===== src/rtl/ofm_drain.sv =====
// ofm_drain: read-side drain of the packed partial-sum output buffer.
//
// Reads word_cnt words starting at base_addr from a synchronous-read buffer
// (one cycle of read latency). Each word is unpacked into four lanes and
// streamed out MSB lane first over a valid/ready interface. The block only
// reads the buffer and has no write port.
//
// State table
//   state | meaning
//   IDLE  | waiting for start
//   RD    | ena/addra presented to the buffer for one cycle
//   WT    | buffer read latency; douta captured into r_word
//   OUT   | streaming the four lanes of r_word
//   FIN   | one-cycle done pulse
//
// Ports
//   clk, rst_n           clock, synchronous active-low reset
//   start                request to drain (accepted in IDLE only)
//   base_addr, word_cnt  region to drain, sampled on acceptance
//   busy, done           status: busy through the done cycle, done pulse
//   ena, addra, douta    buffer read port
//   m_valid, m_ready     stream handshake
//   m_data, m_last       unpacked lane, end of region marker

module ofm_drain #(
    parameter int ADDR_W = 16,
    parameter int WORD_W = 64,
    parameter int LANE_W = 16
) (
    input  logic              clk,
    input  logic              rst_n,
    input  logic              start,
    input  logic [ADDR_W-1:0] base_addr,
    input  logic [15:0]       word_cnt,
    output logic              busy,
    output logic              done,
    output logic              ena,
    output logic [ADDR_W-1:0] addra,
    input  logic [WORD_W-1:0] douta,
    output logic              m_valid,
    input  logic              m_ready,
    output logic [LANE_W-1:0] m_data,
    output logic              m_last
);

    localparam int LANES   = WORD_W / LANE_W;
    localparam int LANE_CW = (LANES > 1) ? $clog2(LANES) : 1;

    typedef enum logic [2:0] {
        IDLE = 3'd0,
        RD   = 3'd1,
        WT   = 3'd2,
        OUT  = 3'd3,
        FIN  = 3'd4
    } state_t;

    state_t               r_state;
    state_t               w_next;
    logic [ADDR_W-1:0]    r_addr;
    logic [15:0]          r_rem;
    logic [LANE_CW-1:0]   r_lane;
    logic [WORD_W-1:0]    r_word;

    logic                 w_xfer;
    logic                 w_last_lane;
    logic                 w_last_word;
    logic [WORD_W-1:0]    w_shifted;

    assign w_xfer      = (r_state == OUT) && m_ready;
    assign w_last_lane = (r_lane == LANE_CW'(LANES - 1));
    assign w_last_word = (r_rem == 16'd1);

    // Lane 0 is the most significant slice, so shift the selected lane up to the top.
    assign w_shifted   = r_word << (r_lane * LANE_W);

    always_comb begin
        w_next = r_state;
        case (r_state)
            IDLE: begin
                if (start) begin
                    w_next = (word_cnt != 16'd0) ? RD : FIN;
                end
            end
            RD:  w_next = WT;
            WT:  w_next = OUT;
            OUT: begin
                if (w_xfer && w_last_lane) begin
                    w_next = w_last_word ? FIN : RD;
                end
            end
            FIN:     w_next = IDLE;
            default: w_next = IDLE;
        endcase
    end

    always_ff @(posedge clk) begin
        if (!rst_n) begin
            r_state <= IDLE;
            r_addr  <= '0;
            r_rem   <= '0;
            r_lane  <= '0;
            r_word  <= '0;
        end else begin
            r_state <= w_next;
            case (r_state)
                IDLE: begin
                    if (start && (word_cnt != 16'd0)) begin
                        r_addr <= base_addr;
                        r_rem  <= word_cnt;
                    end
                end
                WT: begin
                    r_word <= douta;
                    r_lane <= '0;
                end
                OUT: begin
                    if (w_xfer) begin
                        if (!w_last_lane) begin
                            r_lane <= r_lane + LANE_CW'(1);
                        end else if (!w_last_word) begin
                            r_rem  <= r_rem - 16'd1;
                            r_addr <= r_addr + ADDR_W'(1);
                        end
                    end
                end
                default: ;
            endcase
        end
    end

    // addra comes straight from r_addr, which only moves on the edge into RD,
    // so it holds its value whenever ena is low.
    assign ena     = (r_state == RD);
    assign addra   = r_addr;
    assign busy    = (r_state != IDLE);
    assign done    = (r_state == FIN);
    assign m_valid = (r_state == OUT);
    assign m_data  = (r_state == OUT) ? w_shifted[WORD_W-1 -: LANE_W] : '0;
    assign m_last  = (r_state == OUT) && w_last_lane && w_last_word;

endmodule


===== config.mk =====
export PLATFORM = sky130hd
export DESIGN_NAME = ofm_drain
export DESIGN_NICKNAME = d
export VERILOG_FILES = /design/src/rtl/ofm_drain.sv
export SDC_FILE = /design/constraint.sdc
export NUM_CORES = 1
export LEC_CHECK = 0
export ABC_AREA = 1
export CAP_MARGIN = 25
export CORE_ASPECT_RATIO = 0.6
export CORE_MARGIN = 2
export CORE_UTILIZATION = 49
export DETAILED_ROUTE_END_ITERATION = 6
export HOLD_SLACK_MARGIN = 0.12
export PLACE_DENSITY_LB_ADDON = 0.12
export SLEW_MARGIN = 5
export SYNTH_ARGS = -nofsm -noshare
export SYNTH_HDL_FRONTEND = slang
export SYNTH_SLANG_ARGS = --single-unit

===== constraint.sdc =====
create_clock -name clk -period 1.9 [get_ports clk]
set_input_delay 0.38 -clock clk [delete_from_list [all_inputs] [get_ports clk]]
set_output_delay 0.38 -clock clk [all_outputs]
set_load 0.02 [all_outputs]

# ---- Yosys cells after proc, flatten, opt, wreduce, memory -nomap -nowiden
# Index checks and enable logic that the tools add are counted.
# W data, S select, Z words.
dict set report totals {
  inputBits 100
  register_bits 101
  elab_cells 54
  out_inout_bits 37
}
dict set report classes {
  muxes 19
  n_shift 1
  addsub 3
  n_eq_ne 13
  n_reduce_logical 13
}
# operator count
set ops {}
lappend ops {{$mux W16} 9}
lappend ops {{$pmux W16 S2} 2}
lappend ops {{$shl A64 B6 Y64} 1}
lappend ops {{$add A16 B1 Y16 const B} 1}
lappend ops {{$eq A16 B1 Y1 const B} 1}
lappend ops {{$reduce_bool A16 Y1} 1}
lappend ops {{$sub A16 B1 Y16 const B} 1}
lappend ops {{$mux W3} 4}
lappend ops {{$pmux W3 S4} 1}
lappend ops {{$ne A2 B2 Y1 const B} 4}
lappend ops {{$eq A3 B2 Y1 const B} 2}
lappend ops {{$ne A2 B1 Y1 const B} 3}
lappend ops {{$logic_and A1 B1 Y1} 5}
lappend ops {{$reduce_and A5 Y1} 1}
lappend ops {{$mux W2} 2}
lappend ops {{$pmux W2 S2} 1}
lappend ops {{$reduce_bool A2 Y1} 2}
lappend ops {{$eq A3 B1 Y1 const B} 1}
lappend ops {{$eq A3 B3 Y1 const B} 1}
lappend ops {{$logic_not A3 Y1} 1}
lappend ops {{$reduce_and A3 Y1} 1}
lappend ops {{$reduce_bool A3 Y1} 1}
lappend ops {{$add A2 B1 Y2 const B} 1}
lappend ops {{$eq A2 B2 Y1 const B} 1}
lappend ops {{$reduce_and A2 Y1} 1}

# ---- Longest topological paths before layout
dict set report depth {
  word_depth 5
  depth_mapped 10
  depth_no_buf 10
}

# ---- Worst setup path after synthesis
# OpenSTA, ideal clock, no wires.
dict set report synth_timing {
  path_type {register to output}
  startpoint {reg r_state[1]}
  endpoint {out m_last}
  path_stages_with_launch 7
  path_buffers 2
  setup_slack_ns 0.035
  t_required_ns 1.520
  arrival_ns 1.485
  path_cell_list {dfxtp_1 > inv_2 > nor2_2 > nand2_1 > buf_2 > buf_1 > nor3_1}
}
dict set report synth_between {
  elab_chain_cells 3
}
# element line_no
set synth_lines {}
lappend synth_lines {{start, declared} 57} ;# state_t r_state;
lappend synth_lines {{start signal, assigned} 104} ;# r_state <= w_next;
lappend synth_lines {{$eq A3 B2 Y1} 139} ;# assign m_last = (r_state == OUT) && w_last_lane && w_last_word;
lappend synth_lines {{$logic_and A1 B1 Y1 (2 in series)} 139}
lappend synth_lines {{end, declared} 43} ;# output logic m_last
# No other way between the ends.

# ---- Final worst setup path
dict set report layout_timing {
  startpoint {reg r_rem[1]}
  endpoint {out m_last}
}
dict set report layout_between {
  elab_chain_cells 2
}
# element line_no
set layout_lines {}
lappend layout_lines {{start, declared} 60} ;# logic [15:0] r_rem;
lappend layout_lines {{start signal, assigned} 109} ;# r_rem <= word_cnt;
lappend layout_lines {{start signal, assigned} 121} ;# r_rem <= r_rem - 16'd1;
lappend layout_lines {{$eq A16 B1 Y1} 71} ;# assign w_last_word = (r_rem == 16'd1);
lappend layout_lines {{$logic_and A1 B1 Y1} 139}
# No other way between the ends.

==> results.md <==
* Fin area at around 0.0078 mm^2
* Register area share after synthesis at 38.72%
* Max cap viols at 0
* Sink Count at 101
* Die height at 83.97 um
* Most common cell after layout, fill and taps aside: nor2_1
* Clock-pin slew on the worst setup and hold paths at 70 ps
* CTS tree: built
* DR pass1 iterations at 5
* Dpl cells at between 1000 and 1500
* Hold Path Stages at 2
* Slew Viols, Final at 0
* Area growth syn-to-layout at 50.29%
* CP peak stage delay at about 330 ps
* Worst path cell trace: inv_2 > ha_4 > nand3_2 > nor2_2 > nand3_2 > nor3_4 > buf_6
* Initial antenna violation count at 0
* CP top delay family: simple AND/OR/NAND/NOR gates
* DIE AREA at 0.01153 mm^2
* Number of port buffers at 136
* Final ANT Viol Nets at 0
* CP arrival at between 1500 and 2000 ps
* Total track usage at 28.93%
* Ys Warns at 0
* Final core utilization at about three quarters
* Final Hold Vio Count at 0
* Failing checks: setup timing
* Hold Path Class: flop to flop
* WP buf/inv at 2
* Hold path endpoint: r_word[23]$_SDFFE_PN0N_
* Hold path startpoint: r_word[23]$_SDFFE_PN0N_
* Vias in the first global route at 5266
* Reg-to-Reg End: addra[10]$_SDFFE_PN0P_
* Row Count at 29
* Total CTS buffers at 9
* Most frequent cells in the layout: 140 x nor2_1, 134 x nand2_1, 112 x clkdlybuf4s50_1, 96 x dfxtp_1, 86 x o21ai_0
* Max Clock Freq at between 500 and 600 MHz
* Total grt overflow at 0
* First-pass GRT wire length at between 20 and 30 mm
* Worst reg2reg startpoint: r_state[2]$_SDFFE_PN0P_
* Die Width at 137.3 um
* Fin crit share at 103.3%
* Slew headroom at 71.59%
* Syn Nets at 916
* Layout net count at 1082
* RSZ-0062 raised after global routing: true
* CTS Hold Bufs at 0
* Core footprint at 0.01049 mm^2
* Tightest Pin Transition at between 400 and 500 ps
* Mapped cell area at ~0.0052 mm^2
* CP most frequent cell: nand3_2
* Clock skew at 10.38 ps
* Critical-path maximum fanout at 2
* Post-synth EDFFs at 0
* Status: finished with violations
* Routed wire length at roughly 18 mm
* Ys async rst share at 0%
* Number of remaining DRC errors at 0
* Power Density at between 1500 and 2000 mW/mm^2
* Root buf cell: clkbuf_16
* Cell variety after synth at 30
* Post-route setup slack at -61.80 ps
* Ys flop type: dfxtp_1
* Worst R2R Path Depth at 12
* Endpoint class of the critical path: output port
* Setup violations, final at 6
* Final min period at 1962 ps
* Initial DRC Count at 569
* Synthesized area per cell at 6.432 um^2
* Latest clock arrival within the worst-skew pair at 350 ps
* FF+latch count, synth at 101
* H-tree depth at 3
* Antenna Cells at 0
* Cell Area, Placed at 0.007069 mm^2
* CP required at between 1500 and 2000 ps
* CP max-delay cell: dfxtp_2
* Lkg Pwr at around 0.0032 uW
* Layout Cells excl Fill at 1122
* Layout cells sized above 1 at 19.33%
* Pin count of the biggest net entering global routing at 81
* Max clock buf depth at 2
* RD Place Congestion at around 0.90
* Routed len/inst at between 15 and 20 um
* Syn Inst Count at approximately 810
* Effective utilization at floorplan at 49.80%
* Via density at between 5 and 6
* WS Path Type: flop to output port
* Worst VDD drop at between 0.8 and 0.9 mV
* DP Wirelength at 11.73 mm
* Fill count at about 770
* Reg2reg setup slack at 120 ps
* I/O pin total at 137
* Vias at 6183
* Setup crit start kind: flop
[what timing repair did]
action | in CTS | in global routing
buffers inserted | 0 | 3
cloned | 1 | 4
gates resized for setup | 126 | 104
pin swaps | 9 | 23
setup endpoints to repair | 24 | 52
[registers in the layout (all words and copies together) (netlist names)]
name	cells
r_word	64
r_rem	16
addra	16
r_state	3
r_lane	2
[cell usage after synthesis, types with 5 or more instances]
library cell | instances | area [um^2]
a21oi_1 | 115 | 575.6
buf_2 | 9 | 45.04
clkbuf_1 | 33 | 123.9
dfxtp_1 | 101 | 2022
inv_1 | 59 | 221.5
nand2_1 | 135 | 506.7
nand3_1 | 37 | 185.2
nand4_1 | 5 | 31.28
nor2_1 | 145 | 544.3
nor3_1 | 8 | 40.04
o21ai_0 | 118 | 590.6
or2_2 | 7 | 43.79
[power breakdown]
part	total [uW]	switching, uW	leakage, uW	internal (uW)
combinational	6590	3830	0.00220	2750
clock	1740	846	0.000122	899
sequential	3460	543	0.000832	2920
total	11800	5220	0.00315	6570
[stage by stage]
stage / total power, uW / hold WS, ps / setup WS [ps] / TNS, ps
2_1_floorplan: 6722 / 429.7 / 35.12 / 0
3_3_place_gp: 8802 / 439.9 / -206.0 / -4307
3_5_place_dp: 8926 / 449.2 / -225.8 / -6188
4_1_cts: 10850 / 458.7 / -83.72 / -83.72
5_1_grt: 12520 / 500.6 / -145.5 / -828.0
6_report: 11790 / 476.7 / -61.80 / -157.9
[worst reg2reg max path, cell delays in order, from the launching register on]
cell and delay, ps:
dfxtp_2 370, buf_4 160, inv_2 50, nand2_2 100, nor2_4 50, buf_4 140
nand2_1 100, nand2_1 100, nor2_2 130, nand3_2 100, buf_12 180, o21ai_0 160
nor2_1 50
[per-layer routing]
layer	track usage [%]	vias up	part of all wire [%]
met3	7.165	24	11
met4	8.435	0	1.4
li1	-	2999	-
met2	39.98	358	42
met5	0	-	0
met1	43.81	2802	46
[logic make-up after synthesis]
logic type / count (synthesis) / share of synthesized area (%)
simple gates: 345 / 27.07
buf+inv: 112 / 8.696
xor+xnor: 4 / 0.6709
fa+ha+maj: 4 / 0.9584
compound gates: 246 / 23.89
flops: 101 / 38.72
[area by class of cell]
class / instances / area, um^2 / share of cell area [%]
flip-flops and latches: 101 / 2031 / 25.87
clock buffers: 10 / 229.0 / 2.917
inverters: 64 / 244.0 / 3.109
clock inverters: 6 / 47.55 / 0.6058
repair buffers: 203 / 2053 / 26.16
well taps: 139 / 173.9 / 2.216
multi-input cells: 599 / 3070 / 39.12
[how the worst max path moves through the flow]
stage	endpoint	cells past startpoint	startpoint	slack (ps)
global route	m_last	7	r_rem[1]$_SDFFE_PN0P_	-150
detailed placement	m_last	7	r_rem[1]$_SDFFE_PN0P_	-230
finish	m_last	7	r_rem[1]$_SDFFE_PN0P_	-60
CTS	m_last	7	r_rem[1]$_SDFFE_PN0P_	-80
global placement	m_last	7	r_rem[1]$_SDFFE_PN0P_	-210
floorplan	m_last	6	r_state[1]$_SDFFE_PN0P_	40
Power figures use the tool's default switching activity.
